## src/rtl/uart_rx.sv

```systemverilog
// rtl/uart_rx.sv - 8N1 UART receiver with one-byte holding register, valid/ready handoff
module uart_rx #(
  parameter int CLK_HZ = 9 * 115200,
  parameter int BAUD   = 115200
) (
  input  logic       i_clk,
  input  logic       i_rst,
  input  logic       i_rx,
  output logic [7:0] o_data,
  output logic       o_valid,
  input  logic       i_ready,
  output logic       o_frame_err,
  output logic       o_overrun
);

  localparam int DIV = CLK_HZ / BAUD;
  localparam int CW  = $clog2(DIV);
  localparam logic [CW-1:0] HALF_LD = CW'(DIV / 2 - 1);
  localparam logic [CW-1:0] FULL_LD = CW'(DIV - 1);

  // A receiver with fewer than four clocks per bit cannot centre its samples.
  if (DIV < 4) begin : g_div_check
    $error("uart_rx: CLK_HZ/BAUD must be at least 4");
  end

  typedef enum logic [2:0] {
    S_WAITH = 3'd0,
    S_IDLE  = 3'd1,
    S_START = 3'd2,
    S_DATA  = 3'd3,
    S_STOP  = 3'd4
  } state_t;

  state_t          r_state;
  state_t          w_next;
  logic            r_rx_meta;
  logic            r_rx_s;
  logic [1:0]      r_warm;
  logic [CW-1:0]   r_cnt;
  logic [2:0]      r_bit;
  logic [7:0]      r_shift;
  logic [7:0]      r_data;
  logic            r_valid;
  logic            r_frame_err;
  logic            r_overrun;

  logic            w_tick;
  logic            w_start_det;
  logic            w_shift;
  logic            w_good;
  logic            w_bad;
  logic            w_take;
  logic            w_load;
  logic            w_ovr;

  // Two-flop synchronizer; r_warm marks when r_rx_s reflects the real line after reset.
  always_ff @(posedge i_clk) begin
    if (i_rst) begin
      r_rx_meta <= 1'b1;
      r_rx_s    <= 1'b1;
      r_warm    <= 2'b00;
    end else begin
      r_rx_meta <= i_rx;
      r_rx_s    <= r_rx_meta;
      r_warm    <= {r_warm[0], 1'b1};
    end
  end

  // FSM state register.
  always_ff @(posedge i_clk) begin
    if (i_rst) r_state <= S_WAITH;
    else       r_state <= w_next;
  end

  // FSM next-state logic; every bit-level decision happens on a counter tick.
  always_comb begin
    w_next = r_state;
    case (r_state)
      S_WAITH: if (r_rx_s && r_warm[1]) w_next = S_IDLE;
      S_IDLE:  if (!r_rx_s)             w_next = S_START;
      S_START: if (w_tick)              w_next = r_rx_s ? S_IDLE : S_DATA;
      S_DATA:  if (w_tick && r_bit == 3'd7) w_next = S_STOP;
      S_STOP:  if (w_tick)              w_next = r_rx_s ? S_IDLE : S_WAITH;
      default:                          w_next = S_WAITH;
    endcase
  end

  // FSM outputs: strobes that steer the datapath registers.
  always_comb begin
    w_tick      = (r_cnt == '0);
    w_start_det = (r_state == S_IDLE) && !r_rx_s;
    w_shift     = (r_state == S_DATA) && w_tick;
    w_good      = (r_state == S_STOP) && w_tick && r_rx_s;
    w_bad       = (r_state == S_STOP) && w_tick && !r_rx_s;
    w_take      = r_valid && i_ready;
    w_load      = w_good && (!r_valid || w_take);
    w_ovr       = w_good && !w_load;
  end

  // Bit timer: half period to reach mid start bit, then full periods between samples.
  always_ff @(posedge i_clk) begin
    if (i_rst) begin
      r_cnt <= '0;
    end else if (w_start_det) begin
      r_cnt <= HALF_LD;
    end else if (r_state == S_START || r_state == S_DATA || r_state == S_STOP) begin
      r_cnt <= w_tick ? FULL_LD : r_cnt - 1'b1;
    end
  end

  // Bit index and LSB-first shift register.
  always_ff @(posedge i_clk) begin
    if (i_rst) begin
      r_bit   <= 3'd0;
      r_shift <= 8'h00;
    end else begin
      if (r_state == S_START && w_tick) r_bit <= 3'd0;
      else if (w_shift)                 r_bit <= r_bit + 3'd1;
      if (w_shift) r_shift <= {r_rx_s, r_shift[7:1]};
    end
  end

  // Holding register and status flags; a load on a consuming edge keeps valid high.
  always_ff @(posedge i_clk) begin
    if (i_rst) begin
      r_data      <= 8'h00;
      r_valid     <= 1'b0;
      r_frame_err <= 1'b0;
      r_overrun   <= 1'b0;
    end else begin
      r_frame_err <= w_bad;
      if (w_load) r_data <= r_shift;
      if (w_load)      r_valid <= 1'b1;
      else if (w_take) r_valid <= 1'b0;
      if (w_ovr)       r_overrun <= 1'b1;
      else if (w_take) r_overrun <= 1'b0;
    end
  end

  assign o_data      = r_data;
  assign o_valid     = r_valid;
  assign o_frame_err = r_frame_err;
  assign o_overrun   = r_overrun;

endmodule

```

## config.mk

```make
export PLATFORM = sky130hd
export DESIGN_NAME = uart_rx
export DESIGN_NICKNAME = d
export VERILOG_FILES = /design/src/rtl/uart_rx.sv
export SDC_FILE = /design/constraint.sdc
export NUM_CORES = 1
export LEC_CHECK = 0
export ABC_AREA = 1
export CAP_MARGIN = 10
export CORE_MARGIN = 2
export CORE_UTILIZATION = 40
export CTS_BUF_LIST = sky130_fd_sc_hd__clkbuf_4 sky130_fd_sc_hd__clkbuf_8
export DETAILED_ROUTE_END_ITERATION = 12
export GPL_ROUTABILITY_DRIVEN = 0
export PLACE_DENSITY = 0.7
export SYNTH_ARGS = -nofsm -noshare
export SYNTH_HDL_FRONTEND = slang
export SYNTH_SLANG_ARGS = --single-unit
```

## constraint.sdc

```tcl
create_clock -name i_clk -period 1.5 [get_ports i_clk]
set_clock_uncertainty 0.15 [all_clocks]
set_input_delay 0.3 -clock i_clk [delete_from_list [all_inputs] [get_ports i_clk]]
set_output_delay 0.3 -clock i_clk [all_outputs]
set_load 0.01 [all_outputs]
```

==> results of run 1 <==
state kept, by name, summed over array words and instances (netlist names):
register and count:
o_data 8, r_shift 8, r_cnt 4, r_bit 3, r_state 3, r_warm 2, o_frame_err 1, o_overrun 1
o_valid 1, r_rx_meta 1, r_rx_s 1
cells by family after synthesis:
group | count (synthesis) | share of synthesized area [%]
compound gates | 32 | 12.0
xor+xnor | 1 | 0.625
fa+ha+maj | 2 | 1.79
buf+inv | 18 | 6.07
flops | 33 | 47.1
simple gates | 88 | 32.4
final timing paths:
path,startpoint,endpoint,cells past startpoint
setup / recovery,o_valid,o_valid,1
hold / removal,r_warm[0],r_warm[1],2
setup reg to reg,r_state[1],o_data[2],6
hold reg to reg,r_warm[0],r_warm[1],2
stage by stage:
step	setup WS (ns)	instances	TNS (ns)
floorplan	0.212	174	0
global placement	-0.0831	242	-0.888
detailed placement	-0.103	242	-0.975
CTS	0.0555	250	0
global route	0.00432	251	0
finish	0.0829	251	0
report_power, final:
group / switching (uW) / total [uW] / internal [uW]
Clock: 292 / 708 / 416
Sequential: 119 / 1120 / 1000
Combinational: 617 / 1020 / 408
Total: 1030 / 2850 / 1830
area by class of cell:
type	count	area, um^2
timing repair buffer	29	251
inverter	12	45.0
tap	46	57.6
multi-input combinational	123	666
clock inverter	1	30.0
clock buffer	7	58.8
fill	346	1590
sequential	33	664
layer usage:
layer	track usage, %	vias to the layer above	wire length (um)
met5	0	-	0
met2	22.1	15	1190
li1	-	634	-
met4	8.15	0	58
met3	5.00	7	89
met1	18.8	517	1320
what timing repair did:
action	in CTS	in global routing
gates cloned	0	0
buffers inserted	0	1
pin swaps	0	1
setup endpoints to repair	11	17
resized for setup	11	6
cell usage in the layout (no fill, tap or decap):
cell type,synthesis,layout
sky130_fd_sc_hd__inv_2,3,3
sky130_fd_sc_hd__clkbuf_8,0,1
sky130_fd_sc_hd__clkdlybuf4s50_1,0,3
sky130_fd_sc_hd__o21a_1,1,1
sky130_fd_sc_hd__o21ai_1,1,2
sky130_fd_sc_hd__nand4_1,10,10
sky130_fd_sc_hd__nand2_4,1,2
sky130_fd_sc_hd__bufinv_16,0,1
sky130_fd_sc_hd__nand2_1,26,26
sky130_fd_sc_hd__nand3_2,2,3
sky130_fd_sc_hd__or2_2,2,2
sky130_fd_sc_hd__clkinv_1,1,1
sky130_fd_sc_hd__a21oi_1,19,19
sky130_fd_sc_hd__nor2_1,31,31
sky130_fd_sc_hd__a21boi_0,1,1
sky130_fd_sc_hd__ha_1,2,2
sky130_fd_sc_hd__o21ai_0,9,8
sky130_fd_sc_hd__nand3_4,1,1
sky130_fd_sc_hd__nand3_1,4,3
sky130_fd_sc_hd__nand2_2,4,3
sky130_fd_sc_hd__inv_1,8,8
sky130_fd_sc_hd__and3_1,1,1
sky130_fd_sc_hd__dlygate4sd2_1,0,11
sky130_fd_sc_hd__buf_12,0,1
sky130_fd_sc_hd__buf_4,0,14
sky130_fd_sc_hd__dfxtp_1,33,30
sky130_fd_sc_hd__clkbuf_4,0,6
sky130_fd_sc_hd__nor2_8,1,1
sky130_fd_sc_hd__nor4_1,1,1
sky130_fd_sc_hd__nor3_1,1,1
sky130_fd_sc_hd__o21bai_1,1,1
sky130_fd_sc_hd__dfxtp_2,0,3
sky130_fd_sc_hd__xor2_1,1,1
sky130_fd_sc_hd__nor2_4,3,3
==> out/results.md, run 1 <==
### Status
- run status: complete, no violations

### Timing
- post-layout min period: 1.42 ns
- Max-slew headroom: 81.1%
- hold_ws: 0.263 ns
- number of failing hold endpoints at the final stage: 0
- number of failing setup endpoints in the final timing report: 0
- RSZ-0062 raised after global routing: false
- count of final max-slew check failures: 0
- highest clock rate: 706 MHz
- part of the cycle the worst path needs: 94.5%
- worst-margin pin slew: 0.282 ns

### Floorplan
- Initial Utilization: 41.7%
- core area: 3360 um^2
- Horiz. Die Dim: 63.2 um
- floorplan die height: 63.2 um
- IO Pins: 15
- row count: 21
- floorplan die area: 3990 um^2

### Run
- # Max-Cap Violations: 0

### Worst setup path
- required time reported for the critical path endpoint: 1.05 ns
- crit path cell chain: dlygate4sd2_1
- register-to-register path setup slack: 0.10 ns
- Max stage delay on crit path: 0.37 ns
- CP Launch Type: flip-flop
- maximum fanout encountered on the critical timing path: 3
- cell family with the largest share of critical-path delay: flip-flops
- WS Path Type: reg2out
- worst path bufs/invs: 1
- CP max-delay cell: sky130_fd_sc_hd__dfxtp_1
- Critical Path AT: 0.97 ns
- type of destination of the critical path: output pin

### Synthesis
- part of the Yosys area used for sequential elements: 47.1%
- Yosys top cell area share: 47.1%
- mapped cell area: 1400 um^2
- most instantiated flip-flop cell in the synthesis netlist: sky130_fd_sc_hd__dfxtp_1
- Synth Register Bits: 33
- number of enable-type register cells in the synthesized netlist: 0
- Distinct cells, synth: 29
- Yosys Warn Count: 0
- asr flop ratio synth: 0%
- synthesized netlist cell count: 174
- net count of the mapped netlist: 180
- most instantiated library cell after synthesis: sky130_fd_sc_hd__dfxtp_1
- dominant cell type by area after synthesis: sky130_fd_sc_hd__dfxtp_1
- Area contributors post-synth: sky130_fd_sc_hd__dfxtp_1 (47%), sky130_fd_sc_hd__nor2_1 (8.3%), sky130_fd_sc_hd__nand2_1 (7.0%), sky130_fd_sc_hd__a21oi_1 (6.8%), sky130_fd_sc_hd__nand4_1 (4.5%)
- average instance area after synthesis: 8.05 um^2
- top post-synthesis cells by count: sky130_fd_sc_hd__dfxtp_1 (33), sky130_fd_sc_hd__nor2_1 (31), sky130_fd_sc_hd__nand2_1 (26)

### Route
- post-detailed-route via-to-cell ratio: 4.67
- remaining number of nets flagged by the antenna check after routing: 0
- remaining design rule violation count: 0
- DR WL/cell: 10.6 um
- Routed WL: 2.66 mm
- vias after detailed routing: 1173
- Iter 0 DRT Violations: 46
- number of optimization iterations in the first detailed-route pass: 4

### Place
- area after detailed placement: 1680 um^2
- quantity of I/O buffers inserted on ports: 14
- detailed-placement wirelength estimate: 1.94 mm

### Clock tree
- CTS sink count: 33
- worst skew pair latency: 0.33 ns
- maximum clock path buffer count: 2
- hold buffer count at CTS: 0
- TritonCTS Buffers: 5
- CTS clk-pin slew, worst paths: 0.10 ns
- clock root buffer: sky130_fd_sc_hd__clkbuf_4
- depth of the CTS H-tree: 2
- clock tree from TritonCTS: built

### Final layout
- signed area change from the synthesized netlist to the final layout: 26.5%
- Net count, final: 210
- Diodes inserted: 0
- layout cell share with drive strength beyond 1: 21.5%
- Post-Route Utilization: 52.7%
- total non-filler cell area in the finished layout: 1770 um^2

### Pwr
- post-layout total power: 2850 uW
- leakage power summed over all cells: 0.000773 uW
- power density over the cells: 1610 nW/um^2
- maximum ir drop on the vdd rail: 0.000552 V

### Min path
- worst min-delay path class: reg2reg

### GRT
- final global-route overflow total: 0
- largest net degree at the start of global routing: 12
- global routing usage summed across all routing layers: 14.8%
- number of antenna violations at the first check in global routing: 0
- vias in the first global route: 1071
- global-route wire length before repair: 4.60 mm

Note: power is estimated with default switching activity, not from simulation.
==> run 2: changes to the inputs <==
Settings changed: CORE_UTILIZATION 40 to 57, PLACE_DENSITY 0.7 to 0.9.
==> run 2 against run 1 <==
Net effect: cell area down 4.5%; first-iteration DRC count down 6.5%; worst setup slack worse by 0.082 ns; global-route usage up 9.1 points; clock power down 19%; die area down 28%; largest power group unchanged; highest routed layer unchanged.
==> out/results.md, run 2 (same netlist as run 1, synthesis figures left out) <==
### Status
- run status: complete, no violations

### Worst setup path
- Critical Path AT: 1.57 ns, +0.60 ns
- Max stage delay on crit path: 0.36 ns, about the same
- maximum fanout encountered on the critical timing path: 5, +2
- critical register-to-register path endpoint: r_state[2]
- required time reported for the critical path endpoint: 1.58 ns, +0.53 ns
- WS Path Type: reg2reg
- type of destination of the critical path: flip-flop
- CP Launch Type: flip-flop
- CP max-delay cell: sky130_fd_sc_hd__dfxtp_1
- launch instance of the worst register-to-register path: r_bit[0]
- crit path cell chain: ha_1 -> ha_1 -> nand3_1 -> nand2_1 -> nand3_2 -> nor2_1 -> nor2_1
- register-to-register path setup slack: 0.0005 ns, -0.10 ns
- worst reg-to-reg path cell count: 7, +1

### Floorplan
- IO Pins: 15, unchanged
- floorplan die height: 53.6 um, -15%
- row count: 17, -19%
- floorplan die area: 2870 um^2, -28%
- Initial Utilization: 61.6%, +20 points
- Horiz. Die Dim: 53.6 um, -15%
- core area: 2280 um^2, -32%

### Clock tree
- worst skew pair latency: 0.34 ns, about the same
- maximum clock path buffer count: 2, unchanged
- clock tree from TritonCTS: built
- hold buffer count at CTS: 0, unchanged
- TritonCTS Buffers: 5, unchanged
- clock root buffer: sky130_fd_sc_hd__clkbuf_4
- CTS sink count: 33, unchanged
- CTS clk-pin slew, worst paths: 0.10 ns, about the same
- depth of the CTS H-tree: 2, unchanged

### Route
- post-detailed-route via-to-cell ratio: 5.61, +20%
- number of optimization iterations in the first detailed-route pass: 4, unchanged
- vias after detailed routing: 1274, +8.6%
- remaining number of nets flagged by the antenna check after routing: 0, unchanged
- remaining design rule violation count: 0, unchanged
- DR WL/cell: 14.0 um, +32%
- Routed WL: 3.18 mm, +20%
- Iter 0 DRT Violations: 43, -6.5%

### Final layout
- total non-filler cell area in the finished layout: 1690 um^2, -4.5%
- sequential cell area: 664 um^2, unchanged
- layout cell share with drive strength beyond 1: 19.1%, -2.4 points
- Multi-input gate area: 687 um^2, +3.2%
- Net count, final: 204, -2.9%
- signed area change from the synthesized netlist to the final layout: 20.8%
- highest-count cells in the layout ignoring fill and taps: sky130_fd_sc_hd__nor2_1 (30), sky130_fd_sc_hd__dfxtp_1 (30), sky130_fd_sc_hd__nand2_1 (26)
- Post-Route Utilization: 74.4%, +22 points
- Diodes inserted: 0, unchanged
- number of fill cells: 158, -54%

### Timing
- part of the cycle the worst path needs: 100%, +5.5 points
- Max-slew headroom: 81.3%, +0.28 points
- RSZ-0062 raised after global routing: true
- highest clock rate: 667 MHz, -5.5%
- number of failing setup endpoints in the final timing report: 0, unchanged
- number of failing hold endpoints at the final stage: 0, unchanged
- worst-margin pin slew: 0.278 ns, -0.00416 ns
- count of final max-slew check failures: 0, unchanged
- post-layout min period: 1.50 ns, +0.0824 ns

### Pwr
- maximum ir drop on the vdd rail: 0.00110 V, +99%
- leakage power summed over all cells: 0.000728 uW, -5.8%
- power density over the cells: 1630 nW/um^2, +1.4%

### GRT
- vias in the first global route: 1134, +5.9%
- global routing usage summed across all routing layers: 23.9%, +9.1 points
- final global-route overflow total: 0, unchanged
- global-route wire length before repair: 4.80 mm, +4.4%
- number of antenna violations at the first check in global routing: 0, unchanged
- largest net degree at the start of global routing: 12, unchanged

### Place
- quantity of I/O buffers inserted on ports: 14, unchanged
- area after detailed placement: 1580 um^2, -5.7%
- detailed-placement wirelength estimate: 2.18 mm, +12%

### Min path
- capture endpoint of the worst hold path: r_warm[1]
- worst hold path stage count: 2, unchanged
- startpoint of the lowest-slack hold path: r_warm[0]
- worst min-delay path class: reg2reg

### Run
- # Max-Cap Violations: 0, unchanged

==> run 2: changes by cell type in the layout (fill, tap and decap cells not counted), sizes merged <==
cell    previous run  this run
clkinv             1         2
bufinv             1         0
nor2              35        36
buf               15         8
==> run 2: critical path, delay by kind of cell, from the launching register on <==
family        cells  cell delay, ns
simple gates      5            0.55
flops             1            0.36
fa+ha+maj         2            0.33
==> run 2: area by class of cell <==
class / count / area share, %
multi-input combinational: 124 / 40.6
sequential: 33 / 39.2
timing repair buffer: 22 / 11.0
clock buffer: 7 / 3.84
inverter: 12 / 2.96
tap: 28 / 2.07
clock inverter: 1 / 0.296
==> run 2: per-layer routing <==
layer  GRT usage [%]  wire length [um]  vias up
li1                -                 -      628
met4            12.8               112        0
met1            27.3              1320      591
met3            6.94               127       16
met2            40.3              1620       39
met5               0                 0        -
==> run 2: how the worst max path moves through the flow <==
stage,endpoint,slack (ns),startpoint,depth (start not counted)
after floorplan,o_data[0],0.21,o_valid,6
after global placement,o_data[6],-0.09,i_ready,7
after detailed placement,o_data[2],-0.16,i_ready,7
after CTS,r_shift[7],0.02,r_state[2],7
after global routing,r_state[0],-0.10,r_bit[0],7
final,r_state[2],0.0005,r_bit[0],7
==> run 2: stage by stage <==
step / hold slack [ns] / setup TNS [ns] / power (uW) / cells / setup slack, ns
3_5_place_dp: 0.247 / -1.26 / 2130 / 216 / -0.158
2_1_floorplan: 0.238 / 0 / 1930 / 174 / 0.212
3_3_place_gp: 0.240 / -0.689 / 2050 / 216 / -0.0908
5_1_grt: 0.297 / -0.302 / 2940 / 227 / -0.101
4_1_cts: 0.261 / 0 / 2690 / 224 / 0.0182
6_report: 0.264 / 0 / 2760 / 227 / 0.000541
==> run 2: what timing repair did <==
action,in CTS,in global routing
buffers inserted,0,2
pin swaps,0,2
resized for setup,12,9
endpoints found under the setup margin,13,22
cloned,0,1
==> run 2: power by group <==
| group | internal [uW] | switching (uW) | total [uW] |
|---|---|---|---|
| Clock | 271 | 301 | 572 |
| Sequential | 1000 | 128 | 1130 |
| Combinational | 363 | 696 | 1060 |
| Total | 1640 | 1130 | 2760 |
